`src/rtl/bus_master_arbiter_if.sv`:
```
// Bundle of the two requester ports and the shared BUS master port seen by bus_master_arbiter.
// The master modport is the arbiter's view; the slave modport is the requesters plus BUS.
interface bus_master_arbiter_if;
  logic        m0_read;
  logic        m0_write;
  logic [31:0] m0_address;
  logic [31:0] m0_write_data;
  logic [2:0]  m0_option;
  logic [31:0] m0_read_data;
  logic        m0_response;

  logic        m1_read;
  logic        m1_write;
  logic [31:0] m1_address;
  logic [31:0] m1_write_data;
  logic [2:0]  m1_option;
  logic [31:0] m1_read_data;
  logic        m1_response;

  logic        read;
  logic        write;
  logic [31:0] address;
  logic [31:0] write_data;
  logic [2:0]  option;
  logic [31:0] read_data;
  logic        response;

  logic [1:0]  owner;
  logic        bus_error;

  modport master (
    input  m0_read, m0_write, m0_address, m0_write_data, m0_option,
    output m0_read_data, m0_response,
    input  m1_read, m1_write, m1_address, m1_write_data, m1_option,
    output m1_read_data, m1_response,
    output read, write, address, write_data, option,
    input  read_data, response,
    output owner, bus_error
  );

  modport slave (
    output m0_read, m0_write, m0_address, m0_write_data, m0_option,
    input  m0_read_data, m0_response,
    output m1_read, m1_write, m1_address, m1_write_data, m1_option,
    input  m1_read_data, m1_response,
    input  read, write, address, write_data, option,
    output read_data, response,
    input  owner, bus_error
  );
endinterface

```
`src/rtl/bus_master_arbiter.sv`:
```
// Round-robin arbiter sharing the SoC bus master port between M0 (core) and M1 (DMA/debug),
// holding the grant for a whole transaction and terminating hung ones with an error response.
module bus_master_arbiter #(
  parameter int unsigned TIMEOUT_CYCLES = 256,
  parameter logic [31:0] ERROR_DATA     = 32'hDEADBEEF
) (
  input logic                  clk,
  input logic                  reset,
  bus_master_arbiter_if.master bus
);

  localparam int unsigned TW = (TIMEOUT_CYCLES > 0) ? $clog2(TIMEOUT_CYCLES + 1) : 1;
  localparam logic [TW-1:0] TIMER_LIMIT = TW'(TIMEOUT_CYCLES);

  typedef enum logic [1:0] {
    IDLE    = 2'd0,
    GRANT   = 2'd1,
    RELEASE = 2'd2
  } state_t;

  state_t        state;
  logic [1:0]    owner;
  logic          last;     // 1: M1 was served last, so M0 wins the next tie
  logic [TW-1:0] timer;

  logic req0;
  logic req1;
  logic granted;
  logic sel_m1;
  logic timeout;

  assign req0 = bus.m0_read | bus.m0_write;
  assign req1 = bus.m1_read | bus.m1_write;

  always_comb begin
    granted = (state == GRANT);
    sel_m1  = (owner == 2'b10);
    timeout = granted && (TIMEOUT_CYCLES != 0) && (timer == TIMER_LIMIT) && !bus.response;

    bus.read         = 1'b0;
    bus.write        = 1'b0;
    bus.address      = '0;
    bus.write_data   = '0;
    bus.option       = '0;
    bus.m0_response  = 1'b0;
    bus.m0_read_data = '0;
    bus.m1_response  = 1'b0;
    bus.m1_read_data = '0;
    bus.bus_error    = timeout;
    bus.owner        = owner;

    if (granted) begin
      if (sel_m1) begin
        bus.read         = bus.m1_read & ~timeout;
        bus.write        = bus.m1_write & ~timeout;
        bus.address      = bus.m1_address;
        bus.write_data   = bus.m1_write_data;
        bus.option       = bus.m1_option;
        bus.m1_response  = bus.response | timeout;
        bus.m1_read_data = timeout ? ERROR_DATA : bus.read_data;
      end else begin
        bus.read         = bus.m0_read & ~timeout;
        bus.write        = bus.m0_write & ~timeout;
        bus.address      = bus.m0_address;
        bus.write_data   = bus.m0_write_data;
        bus.option       = bus.m0_option;
        bus.m0_response  = bus.response | timeout;
        bus.m0_read_data = timeout ? ERROR_DATA : bus.read_data;
      end
    end
  end

  always_ff @(posedge clk) begin
    if (reset) begin
      state <= IDLE;
      owner <= 2'b00;
      last  <= 1'b1;
      timer <= '0;
    end else begin
      case (state)
        IDLE: begin
          timer <= '0;
          if (req0 && (!req1 || last)) begin
            owner <= 2'b01;
            state <= GRANT;
          end else if (req1) begin
            owner <= 2'b10;
            state <= GRANT;
          end
        end
        GRANT: begin
          if (bus.response || timeout) begin
            last  <= (owner == 2'b10);
            timer <= '0;
            state <= RELEASE;
          end else if (timer != '1) begin
            timer <= timer + 1'b1;
          end
        end
        RELEASE: begin
          owner <= 2'b00;
          state <= IDLE;
        end
        default: begin
          owner <= 2'b00;
          state <= IDLE;
        end
      endcase
    end
  end

endmodule

```
`src/flat_wrapper.sv`:
```
// flat-port wrapper written by rule: the top's interface ports become plain ports
module bus_master_arbiter_flat 
#(
  parameter int unsigned TIMEOUT_CYCLES = 256,
  parameter logic [31:0] ERROR_DATA     = 32'hDEADBEEF
)
  (clk, reset, bus_m0_read, bus_m0_write, bus_m0_address, bus_m0_write_data, bus_m0_option, bus_m0_read_data, bus_m0_response, bus_m1_read, bus_m1_write, bus_m1_address, bus_m1_write_data, bus_m1_option, bus_m1_read_data, bus_m1_response, bus_read, bus_write, bus_address, bus_write_data, bus_option, bus_read_data, bus_response, bus_owner, bus_bus_error);
  bus_master_arbiter_if bus_i ();
  input logic clk;
  input logic reset;
  input wire logic [$bits(bus_i.m0_read)-1:0] bus_m0_read;
  input wire logic [$bits(bus_i.m0_write)-1:0] bus_m0_write;
  input wire logic [$bits(bus_i.m0_address)-1:0] bus_m0_address;
  input wire logic [$bits(bus_i.m0_write_data)-1:0] bus_m0_write_data;
  input wire logic [$bits(bus_i.m0_option)-1:0] bus_m0_option;
  output wire logic [$bits(bus_i.m0_read_data)-1:0] bus_m0_read_data;
  output wire logic [$bits(bus_i.m0_response)-1:0] bus_m0_response;
  input wire logic [$bits(bus_i.m1_read)-1:0] bus_m1_read;
  input wire logic [$bits(bus_i.m1_write)-1:0] bus_m1_write;
  input wire logic [$bits(bus_i.m1_address)-1:0] bus_m1_address;
  input wire logic [$bits(bus_i.m1_write_data)-1:0] bus_m1_write_data;
  input wire logic [$bits(bus_i.m1_option)-1:0] bus_m1_option;
  output wire logic [$bits(bus_i.m1_read_data)-1:0] bus_m1_read_data;
  output wire logic [$bits(bus_i.m1_response)-1:0] bus_m1_response;
  output wire logic [$bits(bus_i.read)-1:0] bus_read;
  output wire logic [$bits(bus_i.write)-1:0] bus_write;
  output wire logic [$bits(bus_i.address)-1:0] bus_address;
  output wire logic [$bits(bus_i.write_data)-1:0] bus_write_data;
  output wire logic [$bits(bus_i.option)-1:0] bus_option;
  input wire logic [$bits(bus_i.read_data)-1:0] bus_read_data;
  input wire logic [$bits(bus_i.response)-1:0] bus_response;
  output wire logic [$bits(bus_i.owner)-1:0] bus_owner;
  output wire logic [$bits(bus_i.bus_error)-1:0] bus_bus_error;
  assign bus_i.m0_read = bus_m0_read;
  assign bus_i.m0_write = bus_m0_write;
  assign bus_i.m0_address = bus_m0_address;
  assign bus_i.m0_write_data = bus_m0_write_data;
  assign bus_i.m0_option = bus_m0_option;
  assign bus_m0_read_data = bus_i.m0_read_data;
  assign bus_m0_response = bus_i.m0_response;
  assign bus_i.m1_read = bus_m1_read;
  assign bus_i.m1_write = bus_m1_write;
  assign bus_i.m1_address = bus_m1_address;
  assign bus_i.m1_write_data = bus_m1_write_data;
  assign bus_i.m1_option = bus_m1_option;
  assign bus_m1_read_data = bus_i.m1_read_data;
  assign bus_m1_response = bus_i.m1_response;
  assign bus_read = bus_i.read;
  assign bus_write = bus_i.write;
  assign bus_address = bus_i.address;
  assign bus_write_data = bus_i.write_data;
  assign bus_option = bus_i.option;
  assign bus_i.read_data = bus_read_data;
  assign bus_i.response = bus_response;
  assign bus_owner = bus_i.owner;
  assign bus_bus_error = bus_i.bus_error;
  bus_master_arbiter #(.TIMEOUT_CYCLES(TIMEOUT_CYCLES), .ERROR_DATA(ERROR_DATA)) u_core (.clk(clk), .reset(reset), .bus(bus_i));
endmodule
```
`config.mk`:
```
export PLATFORM = sky130hd
export DESIGN_NAME = bus_master_arbiter_flat
export DESIGN_NICKNAME = d
export VERILOG_FILES = /design/src/rtl/bus_master_arbiter_if.sv /design/src/rtl/bus_master_arbiter.sv /design/src/flat_wrapper.sv
export SDC_FILE = /design/constraint.sdc
export NUM_CORES = 1
export LEC_CHECK = 0
export CAP_MARGIN = 20
export CORE_AREA = 2 2 119 121
export DETAILED_ROUTE_END_ITERATION = 10
export DIE_AREA = 0 0 121 123
export SLEW_MARGIN = 20
export SYNTH_ARGS = -nofsm -noshare
export SYNTH_HDL_FRONTEND = slang
export SYNTH_SLANG_ARGS = --single-unit
```
`constraint.sdc`:
```
create_clock -name clk -period 2.94 [get_ports clk]
set_clock_uncertainty 0.2 [all_clocks]
set_input_delay 0.588 -clock clk [delete_from_list [all_inputs] [get_ports clk]]
set_output_delay 0.588 -clock clk [all_outputs]
set_load 0.1 [all_outputs]
```
Yosys cells after proc, flatten, opt, wreduce, memory -nomap -nowiden --
Index checks and enable logic that the tools add are counted.
Cells by class: add/subtract/negate cells 1, muxes and demuxes 29, eq/ne operators 7, reductions and logical operators 13, bitwise operators 9
Operator list (count):
- 2-to-1 mux 32 bit | 9
- 2-to-1 mux 9 bit | 2
- one-hot mux 9 bit (2 select lines) | 1
- 2-to-1 mux 2 bit | 5
- adder 9 x 1 -> 9 bit, second input constant | 1
- equality test 9 bit, second input constant | 1
- != test 9 bit, second input constant | 1
- 2-to-1 mux 1 bit | 8
- one-hot mux 2 bit (2 select lines) | 2
- AND reduction 2 bit | 4
- 2-to-1 mux 3 bit | 2
- bitwise AND 1 bit | 4
- logical AND 1 bit | 3
- != test 3 x 1 -> 1 bit, second input constant | 1
- != test 3 bit, second input constant | 1
- OR 1 bit | 3
- equality test 2 x 1 -> 1 bit, second input constant | 1
- equality test 2 bit, second input constant | 1
- zero test 1 bit | 2
- zero test 2 bit | 1
- logical OR 1 bit | 2
- != test 2 bit, second input constant | 1
- inverter 1 bit | 2
- nonzero test 2 bit | 1
Word-level totals: word-level logic and storage cells 63, output and inout port bits 138, input port bits 173, flip-flop bits (word level) 14

Longest topological paths before layout --
Gate-level depths: netlist (run 1).
depth after elaboration 7, depth in mapped cells 9, depth with buffers taken out 9

Worst setup path after synthesis (run 1) --
Ideal clock, no wire load.
path kind register to output, start point register u_core.owner[0], in the netlist u_core.bus.owner[0], end point output bus_m0_response, arrival 3.389 ns, data required time 2.152 ns, setup slack -1.237 ns, stages on the path, launching flop included 3, cells stage by stage dfxtp_1 > nor2b_1 > a211oi_1
Between the ends: longest elaborated chain between the ends 3
Ends and longest elaborated chain:
- start: declaration | line bus_master_arbiter.sv:22 | logic [1:0] owner;
- start signal: assignment | line bus_master_arbiter.sv:76 | owner <= 2'b00;
- start signal: assignment | line bus_master_arbiter.sv:84 | owner <= 2'b01;
- start signal: assignment | line bus_master_arbiter.sv:87 | owner <= 2'b10;
- equality test 2 bit | line bus_master_arbiter.sv:37 | sel_m1 = (owner == 2'b10);
- 2-to-1 mux 1 bit | line bus_master_arbiter.sv:53 | if (sel_m1) begin
- 2-to-1 mux 1 bit | line bus_master_arbiter.sv:52 | if (granted) begin
- end: declaration | line flat_wrapper.sv:17 | output wire logic [$bits(bus_i.m0_response)-1:0] bus_m0_response;
No other way between the ends.

Worst setup path after layout (run 1) --
start point register u_core.timer[0], end point output bus_m0_read_data[30]
Between the ends: longest elaborated chain between the ends 6
Ends and longest elaborated chain:
- start: declaration | line bus_master_arbiter.sv:24 | logic [TW-1:0] timer;
- start signal: assignment | line bus_master_arbiter.sv:97 | timer <= timer + 1'b1;
- equality test 9 bit | line bus_master_arbiter.sv:38 | timeout = granted && (TIMEOUT_CYCLES != 0) && (timer == TIMER_LIMIT) && !bus.response;
- logical AND 1 bit (2 in series) | line bus_master_arbiter.sv:38
- 2-to-1 mux 32 bit | line bus_master_arbiter.sv:68 | bus.m0_read_data = timeout ? ERROR_DATA : bus.read_data;
- 2-to-1 mux 32 bit | line bus_master_arbiter.sv:53
- 2-to-1 mux 32 bit | line bus_master_arbiter.sv:52
- end: declaration | line flat_wrapper.sv:16 | output wire logic [$bits(bus_i.m0_read_data)-1:0] bus_m0_read_data;
No other way between the ends.

==> results.sh, run 1 <==
export IMPL_drtIter0Drc=143
export IMPL_nNetsFinal=744
export IMPL_syn_nets=430
export IMPL_rrSetupSlack_ns=0.33
export IMPL_grt_overflow=0
export IMPL_cts_max_level=1
export IMPL_p_total_mw=2.76
export IMPL_hold_viol=0
export IMPL_switching_share=0.528
export IMPL_path_cells="inv_2 -> ha_4 -> nor4b_4 -> nand2_2 -> or3_4 -> clkinv_8 -> buf_12 -> o21a_2 -> buf_12"
export IMPL_slew_headroom=0.522
export IMPL_grt_max_degree=52
export IMPL_synthArstFlopShare=0
export IMPL_cts_hold_buf=0
export IMPL_crit_family="simple AND/OR/NAND/NOR gates"
export IMPL_fin_crit_ns=2.90
export IMPL_die_y_um=123
export IMPL_setup_tns_ns=0
export IMPL_cts_sinks=14
export IMPL_end_kind="primary output"
export IMPL_outcome="completed"
export IMPL_place_hpwl_um=12600
export IMPL_synth_area_leaders="a22o_1 29%, o21a_1 18%, dfxtp_1 14%, and3_1 5.8%, clkbuf_1 3.9%"
export IMPL_worstPathMaxFanout=8
export IMPL_clk_path_buf_depth=2
export IMPL_r2r_start="u_core.timer[0]"
export IMPL_dominantRegCellSynth="dfxtp_1"
export IMPL_finalSetupViolations=0
export IMPL_wirelength_um=15300
export IMPL_vias=3435
export IMPL_fp_dieW_um=121
export IMPL_holdPathStages=2
export IMPL_rsz0062_at_grt="true"
export IMPL_yosysTopAreaCell="a22o_1"
export IMPL_hold_end="u_core.last"
export IMPL_max_cap_violations=0
export IMPL_fillCellCount=1139
export IMPL_gp_congestion=0.885
export IMPL_path_buf_inv=4
export IMPL_fin_util=0.544
export IMPL_leakagePower_nw=2.92
export IMPL_ys_ff_latch=14
export IMPL_stdcell_count=747
export IMPL_clk_pin_slew_ns=0.05
export IMPL_ant_nets=0
export IMPL_globalRouteTotalUtil=0.181
export IMPL_remaining_drc_errors=0
export IMPL_min_period_over_period=0.986
export IMPL_synth_cell_types=40
export IMPL_wl_per_cell_um=20.4
export IMPL_syn_inst=254
export IMPL_yosysTopAreaCellShare=0.293
export IMPL_antennaDiodeCount=0
export IMPL_clkPwrFrac=0.103
export IMPL_clk_latency_ns=0.24
export IMPL_critPathKind="flop to primary output"
export IMPL_synth_edff_count=0
export IMPL_hold_path_class="flop to flop"
export IMPL_place_area_um2=7000
export IMPL_cp_required_ns=2.15
export IMPL_maxClockFrequency_ghz=0.345
export IMPL_hp_start="u_core.last"
export IMPL_worst_pin_slew_ns=0.710
export IMPL_seq_area_um2=285
export IMPL_ios=311
export IMPL_switchingPower_mw=1.46
export IMPL_cellPowerDensity_nw_per_um2=373
export IMPL_stdcell_area_um2=7400
export IMPL_critPathMostFrequentCell="buf_12"
export IMPL_std_cell_rows=43
export IMPL_cp_start_kind="flop"
export IMPL_drt_vias_per_instance=4.60
export IMPL_synth_seq_area_share=0.138
export IMPL_ir_drop_uv=309
export IMPL_synth_area_um2=2030
export IMPL_yosysWarnings=0
export IMPL_power_combinational_fraction=0.823
export IMPL_grt_pass1_wl_um=20900
export IMPL_design_core_area_um2=13600
export IMPL_reg2regPathDepth=11
export IMPL_fin_ws_ns=0.0417
export IMPL_dieArea_um2=14900
export IMPL_holdWs_ns=0.287
export IMPL_area_growth_pct=264
export IMPL_cts_tree="done"
export IMPL_first_pass_iters=4
export IMPL_multi_input_area_um2=1940
export IMPL_io_buffers=310
export IMPL_first_global_vias=3378
export IMPL_start_util=0.149
export IMPL_drive_gt1_frac=0.547
export IMPL_worstPathArrival_ns=2.11
export IMPL_avgSynthCellArea_um2=8.01
export IMPL_antenna_found_initial=0
export IMPL_cp_slowest_cell="or3_4"
export IMPL_seq_power_share=0.075
export IMPL_clockRootBuffer="clkbuf_16"
export IMPL_cpPeakStageDelay_ns=0.45
export IMPL_drv_slew=0
export IMPL_placed_cells=731
export IMPL_pre_cts_slack_ns=0.0207
export IMPL_cts_made_buffers=3
export IMPL_intPower_mw=1.30
export IMPL_r2r_end="u_core.timer[2]"
-- power groups by stage --
stage               sequential, mW  combinational (mW)  clock, mW
floorplan                    0.229                1.27          0
global placement             0.209                2.24          0
detailed placement           0.209                2.25          0
CTS                          0.206                2.26      0.289
global route                 0.207                2.32      0.297
finish                       0.206                2.27      0.283
-- worst register-to-register path: stages, from the launching register on --
cell	delay (ns)
dfxtp_2	0.32
buf_4	0.13
ha_1	0.21
nand3_1	0.12
or2_2	0.14
nor2_1	0.05
ha_1	0.22
or4b_1	0.52
a211oi_2	0.21
buf_4	0.19
and3b_1	0.16
a221o_1	0.09
-- final cells by class --
cell class                 instances  area share
clock buffer                       4      0.0120
inverter                           5     0.00423
multi-input combinational        205       0.261
sequential                        14      0.0385
tap                              180      0.0304
timing repair buffer             339       0.653
-- repair_timing --
item,in CTS,in global routing
gates cloned,0,4
setup buffers,4,4
pin swaps,2,2
resized for setup,1,29
setup endpoints to repair,100,66
-- worst max path at each step --
stage	from	to	slack (ns)	cells past startpoint
after CTS	u_core.timer[0]	bus_m0_read_data[30]	0.02	9
after global routing	u_core.timer[0]	bus_m0_read_data[21]	-0.04	9
after global placement	bus_response	bus_m1_read_data[3]	0.04	6
after floorplan	u_core.timer[0]	bus_m1_response	-0.09	5
after detailed placement	bus_response	bus_m0_read_data[10]	0.02	6
final	u_core.timer[0]	bus_m0_read_data[30]	0.04	9
-- metal layers --
metal | up-vias | wire length (um) | global-route usage
met5 | - | 0 | 0
li1 | 1631 | - | -
met4 | 0 | 271 | 0.0392
met3 | 16 | 930 | 0.0327
met1 | 1660 | 5610 | 0.202
met2 | 128 | 8440 | 0.355
-- placed cells by master, fill, tap and decap left out, types with 3 or more instances in the layout --
cell type,n
a221o_1,4
o21a_2,22
clkbuf_16,6
a21oi_1,3
o21ai_0,3
a22o_2,67
nand2_1,7
clkdlybuf4s50_1,172
dfxtp_1,10
buf_12,144
and3_1,17
o21a_4,26
buf_4,18
nand2b_1,3
nand3_1,3
dfxtp_2,4
nor2_1,10
nor2_4,4
-- kinds of logic after synthesis --
kind of cell | Yosys count | synth area share
adders and majority gates | 3 | 0.0185
and+or+nand+nor | 62 | 0.184
DFF | 14 | 0.138
AOI/OAI and AO/OA | 140 | 0.564
buffers and inverters | 35 | 0.0959
-- registers in the layout, indices dropped and copies added, names as in the netlist --
signal / cells
u_core.last: 1
u_core.bus.owner: 2
u_core.state: 2
u_core.timer: 9
-- cell usage after synthesis, types with 3 or more instances --
cell,count
and3_1,19
a22o_1,68
a221o_1,4
nand2b_1,4
nand2_1,7
o21a_1,48
buf_6,6
nand3_1,3
dfxtp_1,14
nor2_1,14
ha_1,3
nor3_1,3
clkbuf_1,21
inv_1,4
a21oi_1,3
o21ai_0,3
No activity file was read; power rests on OpenSTA's default activity.
==> run 2, diff against run 1 <==
--- a/config.mk
+++ b/config.mk
@@ -9,6 +9,7 @@
 export CORE_AREA = 2 2 119 121
 export DETAILED_ROUTE_END_ITERATION = 10
 export DIE_AREA = 0 0 121 123
+export PLACE_DENSITY = 0.57
 export SLEW_MARGIN = 20
 export SYNTH_ARGS = -nofsm -noshare
 export SYNTH_HDL_FRONTEND = slang
==> results.sh, run 2 (synthesis gave the netlist of run 1 again) <==
export IMPL_cts_max_level=1
export IMPL_globalRouteTotalUtil=0.205
export IMPL_clockRootBuffer="clkbuf_16"
export IMPL_path_cells="inv_2 -> ha_4 -> nor4b_4 -> nand2_2 -> or3_4 -> clkinv_8 -> clkbuf_16 -> o21a_2 -> buf_12"
export IMPL_die_y_um=123
export IMPL_end_kind="primary output"
export IMPL_holdPathStages=2
export IMPL_cts_made_buffers=3
export IMPL_wl_per_cell_um=21.9
export IMPL_drtIter0Drc=137
export IMPL_drt_vias_per_instance=4.59
export IMPL_place_hpwl_um=13500
export IMPL_cts_tree="done"
export IMPL_first_pass_iters=4
export IMPL_hold_viol=0
export IMPL_rrSetupSlack_ns=0.29
export IMPL_first_global_vias=3534
export IMPL_r2r_end="u_core.timer[6]"
export IMPL_cpPeakStageDelay_ns=0.39
export IMPL_slew_headroom=0.554
export IMPL_min_period_over_period=0.998
export IMPL_top_register="u_core.timer"
export IMPL_fillCellCount=1110
export IMPL_clk_latency_ns=0.24
export IMPL_multi_input_area_um2=1940
export IMPL_start_util=0.149
export IMPL_remaining_drc_errors=0
export IMPL_place_area_um2=7060
export IMPL_r2r_start="u_core.timer[0]"
export IMPL_worst_pin_slew_ns=0.668
export IMPL_ant_nets=0
export IMPL_antenna_found_initial=0
export IMPL_drive_gt1_frac=0.548
export IMPL_p_total_mw=2.80
export IMPL_cp_slowest_cell="or3_4"
export IMPL_wirelength_um=16400
export IMPL_maxClockFrequency_ghz=0.341
export IMPL_gp_congestion=0.876
export IMPL_ios=311
export IMPL_setup_tns_ns=0
export IMPL_area_growth_pct=266
export IMPL_reg2regPathDepth=9
export IMPL_io_buffers=310
export IMPL_hp_start="u_core.last"
export IMPL_design_core_area_um2=13600
export IMPL_critPathKind="flop to primary output"
export IMPL_grt_pass1_wl_um=23300
export IMPL_hold_path_class="flop to flop"
export IMPL_worstPathArrival_ns=2.15
export IMPL_nNetsFinal=746
export IMPL_worstPathMaxFanout=7
export IMPL_cellPowerDensity_nw_per_um2=376
export IMPL_final_common_cell="clkdlybuf4s50_1"
export IMPL_seq_area_um2=285
export IMPL_cp_start_kind="flop"
export IMPL_reg_top3="u_core.timer: 9 flops, u_core.bus.owner: 2 flops, u_core.state: 2 flops"
export IMPL_drv_slew=0
export IMPL_fin_crit_ns=2.94
export IMPL_clk_pin_slew_ns=0.05
export IMPL_finalSetupViolations=0
export IMPL_stdcell_area_um2=7440
export IMPL_vias=3438
export IMPL_antennaDiodeCount=0
export IMPL_grt_max_degree=35
export IMPL_rsz0062_at_grt="true"
export IMPL_max_cap_violations=0
export IMPL_std_cell_rows=43
export IMPL_hold_end="u_core.last"
export IMPL_largest_reg_flops=9
export IMPL_final_cell_mix="172 x clkdlybuf4s50_1, 145 x buf_12, 67 x a22o_2"
export IMPL_outcome="completed"
export IMPL_leakagePower_nw=2.93
export IMPL_grt_overflow=0
export IMPL_dieArea_um2=14900
export IMPL_ir_drop_uv=269
export IMPL_cp_required_ns=2.15
export IMPL_cts_sinks=14
export IMPL_fin_util=0.546
export IMPL_fp_dieW_um=121
export IMPL_clk_path_buf_depth=2
[run 2: cell types whose count changed in the layout (fill, tap and decap cells not counted)]
cell,previous run,this run
buf_6,2,1
o21a_4,26,27
buf_12,144,145
o21a_2,22,21
buf_4,18,20
clkbuf_16,6,4
buf_16,0,2
[run 2: worst max path at each step]
stage / startpoint / end / slack (ns) / cells after the start
after floorplan: u_core.timer[0] / bus_m1_response / -0.09 / 5
after global placement: bus_response / bus_m0_read_data[7] / 0.04 / 6
after detailed placement: bus_response / bus_m1_read_data[12] / 0.03 / 6
after CTS: u_core.timer[0] / bus_m1_read_data[12] / 0.004 / 9
after global routing: u_core.timer[0] / bus_m0_read_data[6] / -0.06 / 9
final: u_core.timer[0] / bus_m0_read_data[9] / 0.005 / 9
[run 2: routing by layer]
| layer | share of wire | GRT usage |
|---|---|---|
| met5 | 0 | 0 |
| met4 | 0.021 | 0.0487 |
| met3 | 0.079 | 0.0544 |
| met2 | 0.54 | 0.384 |
| met1 | 0.36 | 0.231 |
[run 2: area by class of cell]
class,count,share of cell area
multi-input combinational,205,0.261
tap,180,0.0303
sequential,14,0.0384
timing repair buffer,341,0.654
clock buffer,4,0.0119
inverter,5,0.00421
[run 2: where the power goes]
part | internal, mW | switching, mW
sequential | 0.198 | 0.00719
clock | 0.206 | 0.0820
combinational | 0.915 | 1.39
total | 1.32 | 1.48
[run 2: critical path: cells and delay by family, from the launching register on]
family / cells / cell delay [ns]
buf+inv: 4 / 0.53
simple gates: 3 / 0.75
compound gates: 1 / 0.15
flops: 1 / 0.33
fa+ha+maj: 1 / 0.13
[run 2: per-stage QoR]
step	setup WS, ns	std cells	hold slack, ns
floorplan	-0.0867	254	0.272
global placement	0.0386	735	0.289
detailed placement	0.0257	735	0.300
CTS	0.00441	745	0.310
global route	-0.0621	749	0.334
finish	0.00472	749	0.299
[run 2: repair_timing]
action                     CTS  global route
hold buffers                 0             0
cloned                       2             1
resized for setup            5            27
pin swaps                    2             1
buffers inserted             4             3
setup endpoints to repair   64           117
